File: src/rtl/bus_arbiter_pkg.sv
// bus_arbiter_pkg: arbitration mode constants and default bus width.
package bus_arbiter_pkg;
    localparam int ARB_FIXED      = 0;
    localparam int ARB_RR         = 1;
    localparam int DEFAULT_DATA_W = 16;
endpackage

File: src/rtl/bus_arbiter_pick.sv
// bus_arb_pick: combinational picker, first set request at or after start, wrapping.
module bus_arb_pick #(
    parameter int N  = 6,
    parameter int SW = $clog2(N)
) (
    input  logic [N-1:0]  req,
    input  logic [SW-1:0] start,
    output logic [N-1:0]  gnt,
    output logic [SW-1:0] idx
);
    always_comb begin
        idx = '0;
        // scan from the far end so the closest request to start is written last
        for (int i = N - 1; i >= 0; i--)
            if (req[(int'(start) + i) % N])
                idx = SW'((int'(start) + i) % N);
        gnt = (|req) ? (N'(1) << idx) : '0;
    end
endmodule

File: src/rtl/bus_arbiter.sv
// bus_arbiter: NUM_SRC producers with one-entry hold buffers arbitrated onto one
// registered shared bus, fixed-priority or round-robin.
module bus_arbiter
    import bus_arbiter_pkg::*;
#(
    parameter int NUM_SRC  = 6,
    parameter int DATA_W   = DEFAULT_DATA_W,
    parameter int ARB_MODE = ARB_FIXED,
    parameter int SRC_W    = $clog2(NUM_SRC)
) (
    input  logic                      clk,
    input  logic                      rst,
    input  logic [NUM_SRC-1:0]        i_valid,
    input  logic [NUM_SRC*DATA_W-1:0] i_data,
    output logic [NUM_SRC-1:0]        o_ready,
    input  logic                      i_stall,
    output logic                      o_bus_valid,
    output logic [DATA_W-1:0]         o_bus_data,
    output logic [SRC_W-1:0]          o_bus_src,
    output logic                      o_collision
);
    logic [NUM_SRC-1:0] hold_valid;
    logic [DATA_W-1:0]  hold_data [NUM_SRC];
    logic [SRC_W-1:0]   ptr;
    logic [NUM_SRC-1:0] accept, req, gnt;
    logic [SRC_W-1:0]   idx;
    logic [DATA_W-1:0]  word;
    logic               grant;

    assign o_ready = ~hold_valid;
    assign accept  = i_valid & o_ready;
    assign req     = hold_valid | accept;
    assign grant   = !i_stall && (|req);
    assign word    = hold_valid[idx] ? hold_data[idx] : i_data[idx*DATA_W +: DATA_W];

    bus_arb_pick #(.N(NUM_SRC), .SW(SRC_W)) u_pick (
        .req  (req),
        .start(ARB_MODE == ARB_RR ? ptr : '0),
        .gnt  (gnt),
        .idx  (idx)
    );

    always_ff @(posedge clk or posedge rst) begin
        if (rst) begin
            hold_valid  <= '0;
            ptr         <= '0;
            o_bus_valid <= 1'b0;
            o_bus_data  <= '0;
            o_bus_src   <= '0;
            o_collision <= 1'b0;
            for (int k = 0; k < NUM_SRC; k++)
                hold_data[k] <= '0;
        end else begin
            // every pending request except the winner ends up (or stays) held
            hold_valid <= grant ? (req & ~gnt) : req;
            for (int k = 0; k < NUM_SRC; k++)
                if (accept[k])
                    hold_data[k] <= i_data[k*DATA_W +: DATA_W];
            if (i_stall) begin
                o_collision <= 1'b0;
            end else begin
                o_bus_valid <= grant;
                o_bus_data  <= grant ? word : '0;
                o_bus_src   <= grant ? idx : o_bus_src;
                o_collision <= $countones(req) > 1;
                if (grant && ARB_MODE == ARB_RR)
                    ptr <= (idx == SRC_W'(NUM_SRC - 1)) ? '0 : idx + 1'b1;
            end
        end
    end
endmodule
File: config.mk
export PLATFORM = sky130hd
export DESIGN_NAME = bus_arbiter
export DESIGN_NICKNAME = d
export VERILOG_FILES = /design/src/rtl/bus_arbiter_pkg.sv /design/src/rtl/bus_arbiter_pick.sv /design/src/rtl/bus_arbiter.sv
export SDC_FILE = /design/constraint.sdc
export NUM_CORES = 1
export LEC_CHECK = 0
export BUFFER_PORTS_ARGS = -buffer_cell sky130_fd_sc_hd__buf_2
export CORE_ASPECT_RATIO = 0.7
export CORE_MARGIN = 2
export CORE_UTILIZATION = 50
export CTS_BUF_LIST = sky130_fd_sc_hd__clkbuf_16
export CTS_CLUSTER_DIAMETER = 60
export DETAILED_ROUTE_END_ITERATION = 10
export GPL_ROUTABILITY_DRIVEN = 0
export GPL_TIMING_DRIVEN = 1
export HOLD_SLACK_MARGIN = 0.12
export PLACE_DENSITY = 0.79
export SYNTH_ARGS = -nofsm -noshare
export SYNTH_HDL_FRONTEND = slang
export SYNTH_SLANG_ARGS = --single-unit
File: constraint.sdc
create_clock -name clk -period 3.7 [get_ports clk]
set_input_delay 0.185 -clock clk [delete_from_list [all_inputs] [get_ports clk]]
set_output_delay 0.185 -clock clk [all_outputs]
set_load 0.005 [all_outputs]
* Yosys cells after proc, flatten, opt, wreduce, memory -nomap -nowiden
Index checks and enable logic that the tools add are counted.
W data, S select, Z words.
** Word-level totals
- Register bits after elaboration :: 123
- Latch bits :: 0
- Memory bits (writable) :: 0
- Memory bits (read-only) :: 0
- Input bits :: 105
- Output and inout bits :: 27
- Logic and storage cells :: 48
- Memories :: 0
** Operators by class
- Add/subtract/negate cells :: 5
- Multiply operators :: 0
- Div/mod/pow operators :: 0
- Magnitude comparators :: 3
- Eq/ne operators :: 0
- Shifts and indexed selects :: 2
- Mux-type cells :: 16
- Bitwise operators :: 7
- Reductions and logical operators :: 4
** Operators by type and width (number)
- $shiftx A96 B8 Y16 :: 1
- $mux W16 :: 4
- $bmux W16 S3 :: 1
- $mux W3 :: 6
- $and A6 B6 Y6 :: 2
- $mux W6 :: 2
- $not A6 Y6 :: 2
- $add A1 B1 Y2 :: 3
- $or A6 B6 Y6 :: 1
- $reduce_or A6 Y1 :: 1
- $shl A1 B3 Y6 const A :: 1
- $add A3 B2 Y4 :: 1
- $ge A4 B4 Y1 const B :: 1
- $gt A4 B1 Y1 const B :: 1
- $lt A3 B4 Y1 const B :: 1
- $not A3 Y4 :: 1
- $add A2 B2 Y3 :: 1
- $bmux W1 S3 :: 1
- $mux W1 :: 2
- $reduce_and A2 Y1 :: 1
- $logic_and A1 B1 Y1 :: 1
- $logic_not A1 Y1 :: 1
- $not A1 Y1 :: 1

* Longest topological paths before layout
- Depth after elaboration :: 15
- Gate-level depth with buffers :: 10
- Gate-level depth less buffers :: 8

* Modules after synthesis
A second synthesis with hierarchy kept.
** Second synthesis, totals
- Cells, all modules :: 606
- Area total of the unflattened synthesis :: 7365.8 µm²
** Modules (own cells, without submodules)
- bus_arbiter :: times used 1, cells each 479, area each 6443.7 µm², sequential area each 3078.0 µm²
- bus_arb_pick :: times used 1, cells each 127, area each 922.1 µm², sequential area each 0.0 µm²

* Worst setup path before layout
Ideal clock, no wire load.
- Path kind :: register to register
- Start :: register hold_valid[1]
- End :: register o_collision
- Library setup time :: 136 ps
- Data arrival time :: 2486 ps
- Data required time :: 3564 ps
- Path slack :: 1078 ps
- Cell stages (with the launch flop) :: 10
- Path buffers :: 1
- Period minus slack after synthesis :: 2622 ps
- Cell sequence :: dfrtp_1 > or2_1 > buf_2 > inv_1 > fa_1 > xor2_1 > ha_1 > o21ai_0 > fa_1 > a21oi_1
** Between the ends
- Word-level cells in the longest chain between the ends :: 8
** RTL lines
- start: declaration :: line bus_arbiter.sv:22 : logic [NUM_SRC-1:0] hold_valid;
- start signal: assignment :: line bus_arbiter.sv:55 : hold_valid <= grant ? (req & ~gnt) : req;
- $not A6 Y6 :: line bus_arbiter.sv:30 : assign o_ready = ~hold_valid;
- $and A6 B6 Y6 :: line bus_arbiter.sv:31 : assign accept = i_valid & o_ready;
- $or A6 B6 Y6 (*) :: line bus_arbiter.sv:32 : assign req = hold_valid | accept;
- $add A1 B1 Y2 (not written as such) (*) :: line bus_arbiter.sv:65 : o_collision <= $countones(req) > 1;
- $add A2 B2 Y3 (not written as such) (*) :: line bus_arbiter.sv:65
- $add A3 B2 Y4 (not written as such) (*) :: line bus_arbiter.sv:65
- $gt A4 B1 Y1 (*) :: line bus_arbiter.sv:65
- $mux W1 (*) :: line bus_arbiter.sv:59 : if (i_stall) begin
- end signal: assignment :: line bus_arbiter.sv:65
- end: declaration :: line bus_arbiter.sv:20 : output logic o_collision
Every way passes the cells marked *; elsewhere a longest branch is shown, timed or not.
A chain may end at the register's enable or synchronous reset.

* Worst setup path in the final report
- Start :: register hold_valid[3]
- End :: register o_bus_data[13]
** Between the ends
- Word-level cells in the longest chain between the ends :: 13
- Elaborated cells on any way between the ends :: 18
- Classes of those cells :: 1 x shift; 11 x mux; 4 x bitwise; 2 x reduce/logical
** RTL lines
- branches (longest 12 deep; another with $shiftx A96 B8 Y16)
- $mux W16 (*) :: line bus_arbiter.sv:63 : o_bus_data <= grant ? word : '0;
- end signal: assignment :: line bus_arbiter.sv:63
- end: declaration :: line bus_arbiter.sv:18 : output logic [DATA_W-1:0] o_bus_data,
Mark *: on every way between the ends. The select of a mux whose other input is x is not followed.

==> qor.yml <==
synthesis:
  synthesis.area_sq_mm: 0.00706
  yosysSeqAreaShare_pct: 43.6
  synthFlopType: "dfrtp_1"
  synth_cell_types: 55
  async_reset_ff_share_pct: 100
  syn_nets: 758
  synth_seq_cells: 123
  syn_inst: 649
  avgSynthCellArea_sq_um: 10.9
  synth_edf_count: 0
  ys_warn_count: 0
global_route:
  grt-ovfl-total: 0
  top_usage_layer: "met2"
  use_met3_pct: 5.75
  grt_pass1_wl_microns: 32800
  grt_pass1_vias: 6565
  grt_util_all_layers_pct: 27.9
  antenna_found_initial: 0
  grtUsageMet2_pct: 48.0
  met1_usage_pct: 34.6
  grt_max_degree: 76
routing:
  vias_per_cell: 6.02
  drtPass1Iterations: 5
  drc: 0
  ant_nets: 0
  wl_microns: 20700
  vias: 6373
  wl_per_cell_microns: 19.6
  drt_iter0_markers: 435
worst_setup_path:
  path_class: "reg2reg"
  crit_fanout: 34
  worstPathArrival_ps: 3200
  crit_required_ps: 3940
  critical_path.startpoint_type: "flip-flop"
  r2r_cells: 7
  endpoint_kind: "flip-flop"
timing:
  period_needed_ps: 2960
  skew_ps: 8.36
  hold-worst-slack_ps: 121
  max_freq_ghz: 0.338
  worst_pin_slew_ps: 1030
  finalSetupViolations: 0
  hold_viol: 0
  tns_ps: 0
  rsz0062_at_grt: "no"
  min_period_over_period_pct: 79.9
  drv_slew: 0
  relSlewSlack_pct: 31.2
pwr:
  power_density_mw_per_mm2: 455
  p_leak_nw: 4.07
  ir_worst_vdd_mv: 0.377
die:
  die_h_microns: 103
  ios: 132
  initial_utilization_pct: 50.9
  die_area_sq_mm: 0.0151
  core_sq_mm: 0.0139
  row_count: 36
  die_w_microns: 146
final_layout:
  synthToLayoutAreaGrowth_pct: 32.0
  diodes: 0
  final_cell_area_sq_mm: 0.00932
  final_common_cell: "buf_2"
  nNetsFinal: 965
  fillers: 1060
  layout_common_cells: "buf_2 (131), dfrtp_1 (123), mux2_2 (112)"
  post-route-util_pct: 67.2
  drive_gt1_share_pct: 38.2
  finalNonFillerCells: 1058
clock_network:
  clockBufferDepth: 2
  cts_max_level: 4
  cts-root-buf: "clkbuf_16"
  ctsResizeCount: 0
  numCtsBuffers: 17
  clock_sinks: 123
  clkLatencyLatePin_ps: 420
  cts_tree: "yes"
  cts.clk_slew.worst_paths_ps: 60
  hold_buffers: 97
  postCtsSetupBuffers: 0
job:
  drv_cap: 0
placed_design:
  dpl_cell_area_sq_mm: 0.00783
  hpwl_microns: 14500
  port_buffers: 131
  dp.cells: 930
status:
  status: "completed"
worst_hold_path:
  hold_path.class: "in2reg"
  holdPathStages: 3
[power by group]
part / switching, mW / total (mW) / internal (mW)
Sequential: 0.144 / 1.72 / 1.58
Clock: 0.601 / 1.50 / 0.895
Combinational: 0.469 / 1.02 / 0.554
Total: 1.21 / 4.24 / 3.03
[metal layers]
| metal | up-vias | wire length (microns) | share of wire, % |
|---|---|---|---|
| li1 | 2844 | - | - |
| met1 | 3163 | 8600 | 42 |
| met2 | 299 | 9920 | 48 |
| met3 | 67 | 1380 | 6.7 |
| met4 | 0 | 785 | 3.8 |
| met5 | - | 0 | 0 |
[metrics by stage]
step / setup slack (ps) / total power [mW]
floorplan: 244 / 2.38
global placement: 911 / 2.61
detailed placement: 810 / 2.68
CTS: 798 / 4.23
global route: 577 / 4.43
finish: 744 / 4.24
[cells in the mapped netlist, types with 3 or more instances]
cell       instances  share of area [%]
o22ai_1           16                1.4
dfrtp_1          123                 44
or3_1              3               0.27
a311oi_1           6               0.74
mux2_2           112                 18
clkbuf_1          27                1.4
o22a_1            16                2.0
a22oi_1           16                1.7
a2111oi_4         10                3.9
buf_1              6               0.32
a31oi_1           18                1.6
a31o_2            15                1.9
o21ai_0           17                1.2
buf_6              4               0.64
inv_1             11               0.58
or2_1              3               0.27
and2_1            16                1.4
a32oi_1           16                2.0
a2111oi_0          3               0.37
o21ai_1            3               0.21
nor2b_1            4               0.35
a311oi_2          10                2.1
buf_4              5               0.53
nor2_1            72                3.8
nand2_1           52                2.8
nand3_1           18                1.3
buf_2             11               0.78
a21oi_1            4               0.28
[sequential cells by signal, indices dropped and copies added, names as in the netlist]
signal and flops:
o_collision 1, hold_valid 6, hold_data 96, o_bus_src 3
o_bus_data 16, o_bus_valid 1
[worst max-delay path, stage by stage (launching register included)]
cell       delay (ps)
dfrtp_1           420
or2_1             270
buf_4             250
a211o_1           560
nand2_4           340
mux2_2            370
a2111oi_0         450
a311oi_1          100
[logic make-up after synthesis]
group                    share of synthesized area (%)
multiplexers                                      18.2
AND/OR/NAND/NOR                                   11.1
XOR/XNOR                                         0.124
AO/OA/AOI/OAI                                     21.6
flip-flops                                        43.6
adder cells (fa/ha/maj)                          0.921
buffers and inverters                             4.46
[layout make-up]
cell class,count,area [sq um],share of cell area [%]
inverters,13,56.3,0.604
flip-flops and latches,123,3080,33.0
multi-input cells,460,3690,39.6
clock buffers,17,425,4.56
repair buffers,241,1740,18.6
well taps,190,238,2.55
clock inverters,14,91.3,0.980
[worst paths after layout]
path / from / to / slack [ps]
setup reg to reg: hold_valid[3] / o_bus_data[13] / 740
min in group asynchronous: rst / hold_valid[2] / 540
hold reg to reg: hold_data[92] / hold_data[92] / 500
max in group asynchronous: rst / hold_data[69] / 2230
setup / recovery: hold_valid[3] / o_bus_data[13] / 740
hold / removal: i_valid[5] / hold_valid[5] / 120
Note: power is estimated with default switching activity, not from simulation.
